[src/rtl/change_dispenser.sv]
// change_dispenser: greedy change-return unit paying a refund out as coin codes.
// Latency: first coin offered two cycles after req; one bubble cycle between coins.
// Backpressure: an offered coin holds until coin_ready; optional watchdog
// (CHANGE_TIMEOUT_EN) withdraws it after TIMEOUT stalled cycles.
module change_dispenser #(
  parameter int AMT_W    = 6,
  parameter int CNT_W    = 4,
  parameter int INIT_CNT = 8,
  parameter int TIMEOUT  = 16
) (
  input  logic             clk,
  input  logic             rst,
  input  logic             req,
  input  logic [AMT_W-1:0] amt,
  input  logic             load,
  input  logic [CNT_W-1:0] load_n5,
  input  logic [CNT_W-1:0] load_n10,
  input  logic [CNT_W-1:0] load_n20,
  output logic [1:0]       coin,
  output logic             coin_valid,
  input  logic             coin_ready,
  output logic             busy,
  output logic             done,
  output logic             short
);

  typedef enum logic [1:0] {
    IDLE   = 2'd0,
    SELECT = 2'd1,
    ISSUE  = 2'd2,
    DONE   = 2'd3
  } state_t;

  localparam logic [1:0]       COIN_NONE = 2'b00;
  localparam logic [1:0]       COIN_5    = 2'b01;
  localparam logic [1:0]       COIN_10   = 2'b10;
  localparam logic [1:0]       COIN_20   = 2'b11;
  localparam logic [CNT_W-1:0] INIT_V    = CNT_W'(INIT_CNT);

  // A watchdog limit of zero would withdraw a coin before it is ever offered.
  if (TIMEOUT < 1) begin : g_timeout_check
    $error("change_dispenser: TIMEOUT must be at least 1");
  end

  state_t           state, state_nxt;
  logic [AMT_W-1:0] rem, rem_nxt;
  logic [CNT_W-1:0] cnt5, cnt5_nxt;
  logic [CNT_W-1:0] cnt10, cnt10_nxt;
  logic [CNT_W-1:0] cnt20, cnt20_nxt;
  logic [1:0]       coin_q, coin_nxt;
  logic             short_q, short_nxt;

  // Denomination is usable only if it fits in the remainder and is in stock,
  // which is what keeps rem and the counters from ever underflowing.
  logic can_20, can_10, can_5;
  assign can_20 = (rem >= AMT_W'(4)) && (cnt20 != '0);
  assign can_10 = (rem >= AMT_W'(2)) && (cnt10 != '0);
  assign can_5  = (rem >= AMT_W'(1)) && (cnt5  != '0);

  // Value of a coin code in 5-unit steps.
  function automatic logic [AMT_W-1:0] coin_value(input logic [1:0] c);
    case (c)
      COIN_5:  coin_value = AMT_W'(1);
      COIN_10: coin_value = AMT_W'(2);
      COIN_20: coin_value = AMT_W'(4);
      default: coin_value = '0;
    endcase
  endfunction

`ifdef CHANGE_TIMEOUT_EN
  localparam int WD_W = $clog2(TIMEOUT + 1);

  logic [WD_W-1:0] wd, wd_nxt;
  logic            wd_expire;

  // The current cycle is the TIMEOUT-th consecutive stalled ISSUE cycle.
  assign wd_expire = (wd == WD_W'(TIMEOUT - 1));
`endif

  // State register.
  always_ff @(posedge clk or posedge rst) begin
    if (rst) begin
      state <= IDLE;
    end else begin
      state <= state_nxt;
    end
  end

  // Next-state and datapath updates for remainder, inventory, coin and short flag.
  always_comb begin
    state_nxt = state;
    rem_nxt   = rem;
    cnt5_nxt  = cnt5;
    cnt10_nxt = cnt10;
    cnt20_nxt = cnt20;
    coin_nxt  = coin_q;
    short_nxt = short_q;
`ifdef CHANGE_TIMEOUT_EN
    wd_nxt    = wd;
`endif

    case (state)
      IDLE: begin
        if (req) begin
          // A simultaneous restock is dropped: the refund takes priority.
          rem_nxt   = amt;
          short_nxt = 1'b0;
          state_nxt = SELECT;
        end else if (load) begin
          cnt5_nxt  = load_n5;
          cnt10_nxt = load_n10;
          cnt20_nxt = load_n20;
        end
      end

      SELECT: begin
`ifdef CHANGE_TIMEOUT_EN
        wd_nxt = '0;
`endif
        if (can_20) begin
          coin_nxt  = COIN_20;
          state_nxt = ISSUE;
        end else if (can_10) begin
          coin_nxt  = COIN_10;
          state_nxt = ISSUE;
        end else if (can_5) begin
          coin_nxt  = COIN_5;
          state_nxt = ISSUE;
        end else begin
          // Nothing usable: either fully paid or out of suitable coins.
          short_nxt = (rem != '0);
          state_nxt = DONE;
        end
      end

      ISSUE: begin
        if (coin_ready) begin
          rem_nxt = rem - coin_value(coin_q);
          case (coin_q)
            COIN_5:  cnt5_nxt  = cnt5  - CNT_W'(1);
            COIN_10: cnt10_nxt = cnt10 - CNT_W'(1);
            COIN_20: cnt20_nxt = cnt20 - CNT_W'(1);
            default: ;
          endcase
`ifdef CHANGE_TIMEOUT_EN
          wd_nxt = '0;
`endif
          state_nxt = SELECT;
        end
`ifdef CHANGE_TIMEOUT_EN
        else if (wd_expire) begin
          // Withdraw the coin; rem and inventory keep the unpaid amount.
          short_nxt = 1'b1;
          state_nxt = DONE;
        end else begin
          wd_nxt = wd + WD_W'(1);
        end
`endif
      end

      DONE: begin
        state_nxt = IDLE;
      end

      default: begin
        state_nxt = IDLE;
      end
    endcase
  end

  // Datapath registers; reset restores a full default inventory.
  always_ff @(posedge clk or posedge rst) begin
    if (rst) begin
      rem     <= '0;
      cnt5    <= INIT_V;
      cnt10   <= INIT_V;
      cnt20   <= INIT_V;
      coin_q  <= COIN_NONE;
      short_q <= 1'b0;
    end else begin
      rem     <= rem_nxt;
      cnt5    <= cnt5_nxt;
      cnt10   <= cnt10_nxt;
      cnt20   <= cnt20_nxt;
      coin_q  <= coin_nxt;
      short_q <= short_nxt;
    end
  end

`ifdef CHANGE_TIMEOUT_EN
  // Consecutive-stall watchdog counter.
  always_ff @(posedge clk or posedge rst) begin
    if (rst) begin
      wd <= '0;
    end else begin
      wd <= wd_nxt;
    end
  end
`endif

  // All outputs are state decodes or registers.
  assign coin       = (state == ISSUE) ? coin_q : COIN_NONE;
  assign coin_valid = (state == ISSUE);
  assign busy       = (state != IDLE);
  assign done       = (state == DONE);
  assign short      = short_q;

endmodule

[config.mk]
export PLATFORM = sky130hd
export DESIGN_NAME = change_dispenser
export DESIGN_NICKNAME = d
export VERILOG_FILES = /design/src/rtl/change_dispenser.sv
export SDC_FILE = /design/constraint.sdc
export NUM_CORES = 1
export LEC_CHECK = 0
export ABC_CLOCK_PERIOD_IN_PS = 4100
export CAP_MARGIN = 15
export CORE_ASPECT_RATIO = 0.5
export CORE_UTILIZATION = 48
export DETAILED_ROUTE_END_ITERATION = 6
export PLACE_DENSITY = 0.71
export SYNTH_ARGS = -nofsm -noshare
export SYNTH_HDL_FRONTEND = slang
export SYNTH_SLANG_ARGS = --single-unit
[constraint.sdc]
create_clock -name clk -period 4.1 [get_ports clk]
set_input_delay 1.23 -clock clk [delete_from_list [all_inputs] [get_ports clk]]
set_output_delay 1.23 -clock clk [all_outputs]
set_load 0.05 [all_outputs]
### Word level (Yosys, flattened, before mapping)

Cells that the tools add are included.
Widths: inputs -> output; s select.

* output and inout bits: 6
* register bits: 23
* input bits: 23
* logic and storage cells: 85

* reduce and logical (&&, ||, !) cells: 19
* equality and inequality tests: 16
* muxes and demuxes: 36
* $lt $le $gt $ge: 3
* $add $sub $neg: 4

Operators by type and width (number)
* $mux 4: 12
* $mux 6: 4
* $pmux 4 s2: 3
* $reduce_and 5->1: 4
* $mux 2: 6
* $ne 2x2->1 const B: 6
* $pmux 6 s2: 1
* $reduce_bool 4->1: 3
* $sub 4x1->4 const B: 3
* $pmux 3 s3: 1
* $eq 2x2->1 const B: 4
* $ne 2x1->1 const B: 4
* $pmux 2 s4: 1
* $mux 1: 7
* $ge 6x1->1 const B: 1
* $ge 6x2->1 const B: 1
* $ge 6x3->1 const B: 1
* $reduce_bool 2->1: 3
* $reduce_bool 6->1: 1
* $sub 6x6->6: 1
* $eq 2x1->1 const B: 2
* $reduce_and 2->1: 2
* $logic_and 1x1->1: 3
* $reduce_and 3->1: 1
* 3 further kinds: 3

### Depth between registers and ports, before layout

* depth in word-level cells: 7
* mapped depth: 9
* gate-level depth less buffers: 9

### Worst setup path after synthesis

Ideal clock, no wire load.

* path type: register to output
* start point: reg state[0]
* end point: out coin[1]
* path slack: 0.915 ns
* data arrival time: 1.955 ns
* cell stages (with the launch flop): 6
* data required time: 2.870 ns
* path through: dfrtp_1 > buf_2 > nand2b_1 > inv_1 > buf_1 > and2_1

* longest elaborated chain between the ends: 2

RTL lines
* from (decl): RTL line 45 `state_t state, state_nxt;`
* from (signal assigned): RTL line 85 `state <= state_nxt;`
* $eq 2x2->1
* named net coin_valid: RTL line 20 `output logic coin_valid,`
* $mux 2: RTL line 202 `assign coin = (state == ISSUE) ? coin_q : COIN_NONE;`
* to (decl): RTL line 19 `output logic [1:0] coin,`

The timed path passes the listed nets, and every way through them passes these cells.

### Worst setup path after layout

* start point: reg state[0]
* end point: out coin[0]

* longest elaborated chain between the ends: 2

RTL lines (RTL line)
* $eq 2x2->1: 202
* $mux 2: 202

Every way passes these cells.

==> impl_metrics.json <==
{
  "status": "finished, violations left",
  "violations": "design-rule violations",
  "grt.overflow.total": 0,
  "min_path_cells": 2,
  "cts_hold_buffers": 0,
  "ys_ff_latch": 23,
  "synthArstFlopShare": 1.00,
  "dieArea_um2": 3440,
  "drc_errors": 1,
  "worst_pin_slew_ns": 0.895,
  "clock_sinks": 23,
  "period_minus_slack_ns": 3.39,
  "muxShareOfSynthArea": 0.0131,
  "final_area_um2": 1890,
  "drive_above_1_share": 0.0721,
  "cts_buffer_depth": 2,
  "insertion_delay_ns": 0.27,
  "nets": 239,
  "tns_ns": 0,
  "dpl-instance-area_um2": 1850,
  "post_cts_buffers": 0,
  "synthAdderAreaFrac": 0.0620,
  "n_fill_cell": 262,
  "clkTransAtPathRegs_ns": 0.09,
  "setup_ws_ns": 0.715,
  "die_h_um": 42.0,
  "r2r-end": "rem[4]$_DFFE_PP0P_",
  "gp_congestion": 0.854,
  "required_ns": 2.87,
  "viasPerCell": 5.52,
  "syn-cell-area_um2": 1530,
  "cellPowerDensity_nw_per_um2": 746,
  "power_leakage_nw": 0.800,
  "pre_cts_ws_ns": 1.03,
  "yosys_warnings": 0,
  "synth_edf_count": 0,
  "finalCritPeriodShare": 0.826,
  "grt_max_degree": 24,
  "vias": 1370,
  "worstHoldEndpoint": "cnt10[3]$_DFFE_PP1P_",
  "post_cts_resized": 0,
  "ant_nets": 0,
  "start_kind": "flip-flop",
  "worstRegToRegCells": 9,
  "worstPathMaxFanout": 13,
  "synthXorXnorAreaFrac": 0.00571,
  "grtUsageTotal": 0.223,
  "timing.setup.critical_path_class": "reg2out",
  "holdWs_ns": 0.512,
  "root_buffer": "clkbuf_8",
  "crit_path_end_kind": "output port",
  "fin_skew_ns": 0.00745,
  "syn_nets": 212,
  "start_util": 0.509,
  "worstPathArrival_ns": 2.16,
  "avgSynthCellArea_um2": 8.42,
  "layout_common_cells": "26 x clkdlybuf4s50_1, 20 x dfrtp_1, 19 x nor2_1",
  "synth_ff_type": "dfrtp_1",
  "min_from": "cnt10[3]$_DFFE_PP1P_",
  "io_buffers": 28,
  "synth_top_family_by_area": "compound AO/OA/AOI/OAI gates",
  "regToRegSetupSlack_ns": 2.03,
  "areaGrowthSynthToFinish_pct": 23.3,
  "antenna_found_initial": 0,
  "firstDrtPassIters": 7,
  "synthCells": 182,
  "wl_per_cell_um": 13.4,
  "relSlewSlack": 0.403,
  "core_area_um2": 3010,
  "drv_cap": 0,
  "cts_inserted_buffers": 3,
  "cts_max_level": 1,
  "final_util": 0.627,
  "irDropWorstVdd_uv": 304,
  "grt_pass1_wl_mm": 5.69,
  "hold_viol_final": 0,
  "pin_count": 29,
  "diodes": 0,
  "mostFrequentLayoutCell": "clkdlybuf4s50_1",
  "seq_area_frac_synth": 0.378,
  "drt-initial-drc-count": 55,
  "synth.distinct_cells": 43,
  "synth_compound_gate_area_share": 0.253,
  "first_global_vias": 1223,
  "setup_viol": 0,
  "routed_wl_mm": 3.31,
  "rsz0062_at_grt": "no",
  "reg2reg_from": "coin_q[1]$_DFFE_PP0P_",
  "min_path_type": "reg2reg",
  "yosys.area_share.simple": 0.225,
  "rows": 14,
  "drv_slew": 0,
  "dp_hpwl_mm": 2.47,
  "cts_tree": "done",
  "fmax_ghz": 0.295,
  "die_w_um": 81.9
}
-- how the worst max path moves through the flow --
| stage | from | endpoint | slack, ns | cells past startpoint |
|---|---|---|---|---|
| finish | state[0]$_DFFE_PP0P_ | coin[0] | 0.71 | 3 |
| floorplan | state[0]$_DFFE_PP0P_ | coin[1] | 0.91 | 5 |
| global placement | state[0]$_DFFE_PP0P_ | coin[0] | 1.05 | 3 |
| detailed placement | state[0]$_DFFE_PP0P_ | coin[0] | 1.03 | 3 |
| CTS | state[0]$_DFFE_PP0P_ | coin[0] | 0.72 | 3 |
| global route | state[0]$_DFFE_PP0P_ | coin[0] | 0.57 | 3 |
-- layer usage --
| layer | up-vias | part of all wire | track usage | wire length (µm) |
|---|---|---|---|---|
| li1 | 700 | - | - | - |
| met1 | 642 | 0.51 | 0.318 | 1700 |
| met2 | 23 | 0.44 | 0.336 | 1450 |
| met3 | 5 | 0.042 | 0.0593 | 140 |
| met4 | 0 | 0.0082 | 0.0526 | 27 |
| met5 | - | 0 | 0 | 0 |
-- logic make-up after synthesis --
group / Yosys count
compound gates: 58
xor+xnor: 1
fa+ha+maj: 7
buf+inv: 23
flops: 23
mux: 2
simple gates: 68
-- state kept, by name (all words and copies together) (netlist names) --
signal and cells:
rem 6, cnt10 4, cnt20 4, cnt5 4
coin_q 2, state 2, short 1
-- layout make-up --
type / count / area, µm² / area share
Multi-Input combinational cell: 136 / 857 / 0.453
Timing Repair Buffer: 30 / 303 / 0.160
Sequential cell: 23 / 579 / 0.306
Clock buffer: 4 / 45.0 / 0.0238
Inverter: 15 / 56.3 / 0.0298
Tap cell: 40 / 50.0 / 0.0265
-- power by group --
part           switching [mW]  internal, mW  total, mW
logic                   0.475         0.337      0.812
registers               0.107         0.344      0.451
clock network          0.0776        0.0696      0.147
total                   0.659         0.751       1.41
-- metrics by stage --
stage / power, mW / std cells
after global placement: 1.25 / 244
final: 1.41 / 248
after CTS: 1.42 / 248
after detailed placement: 1.27 / 244
after global routing: 1.54 / 248
after floorplan: 1.07 / 182
-- critical path, stage by stage (launching register included) --
cell,delay [ns]
dfrtp_1,0.51
nand2b_1,0.40
nor2_1,0.16
clkdlybuf4s50_1,0.81
-- cells in the mapped netlist (all sizes together) (3+ instances only) --
cell type	count	area, µm²
nand3	6	30.0
nand2	14	52.6
nor3b	5	37.5
nand2b	6	37.5
dfrtp	20	500
and2	3	18.8
a21oi	14	70.1
dfstp	3	78.8
inv	15	56.3
nor2	19	71.3
o22ai	4	25.0
a2bb2oi	3	26.3
o211ai	3	22.5
nor3	5	25.0
clkbuf	4	15.0
a211oi	4	30.0
ha	6	75.1
o21ai	17	85.1
buf	4	25.0
(Power assumes the default switching activity.)
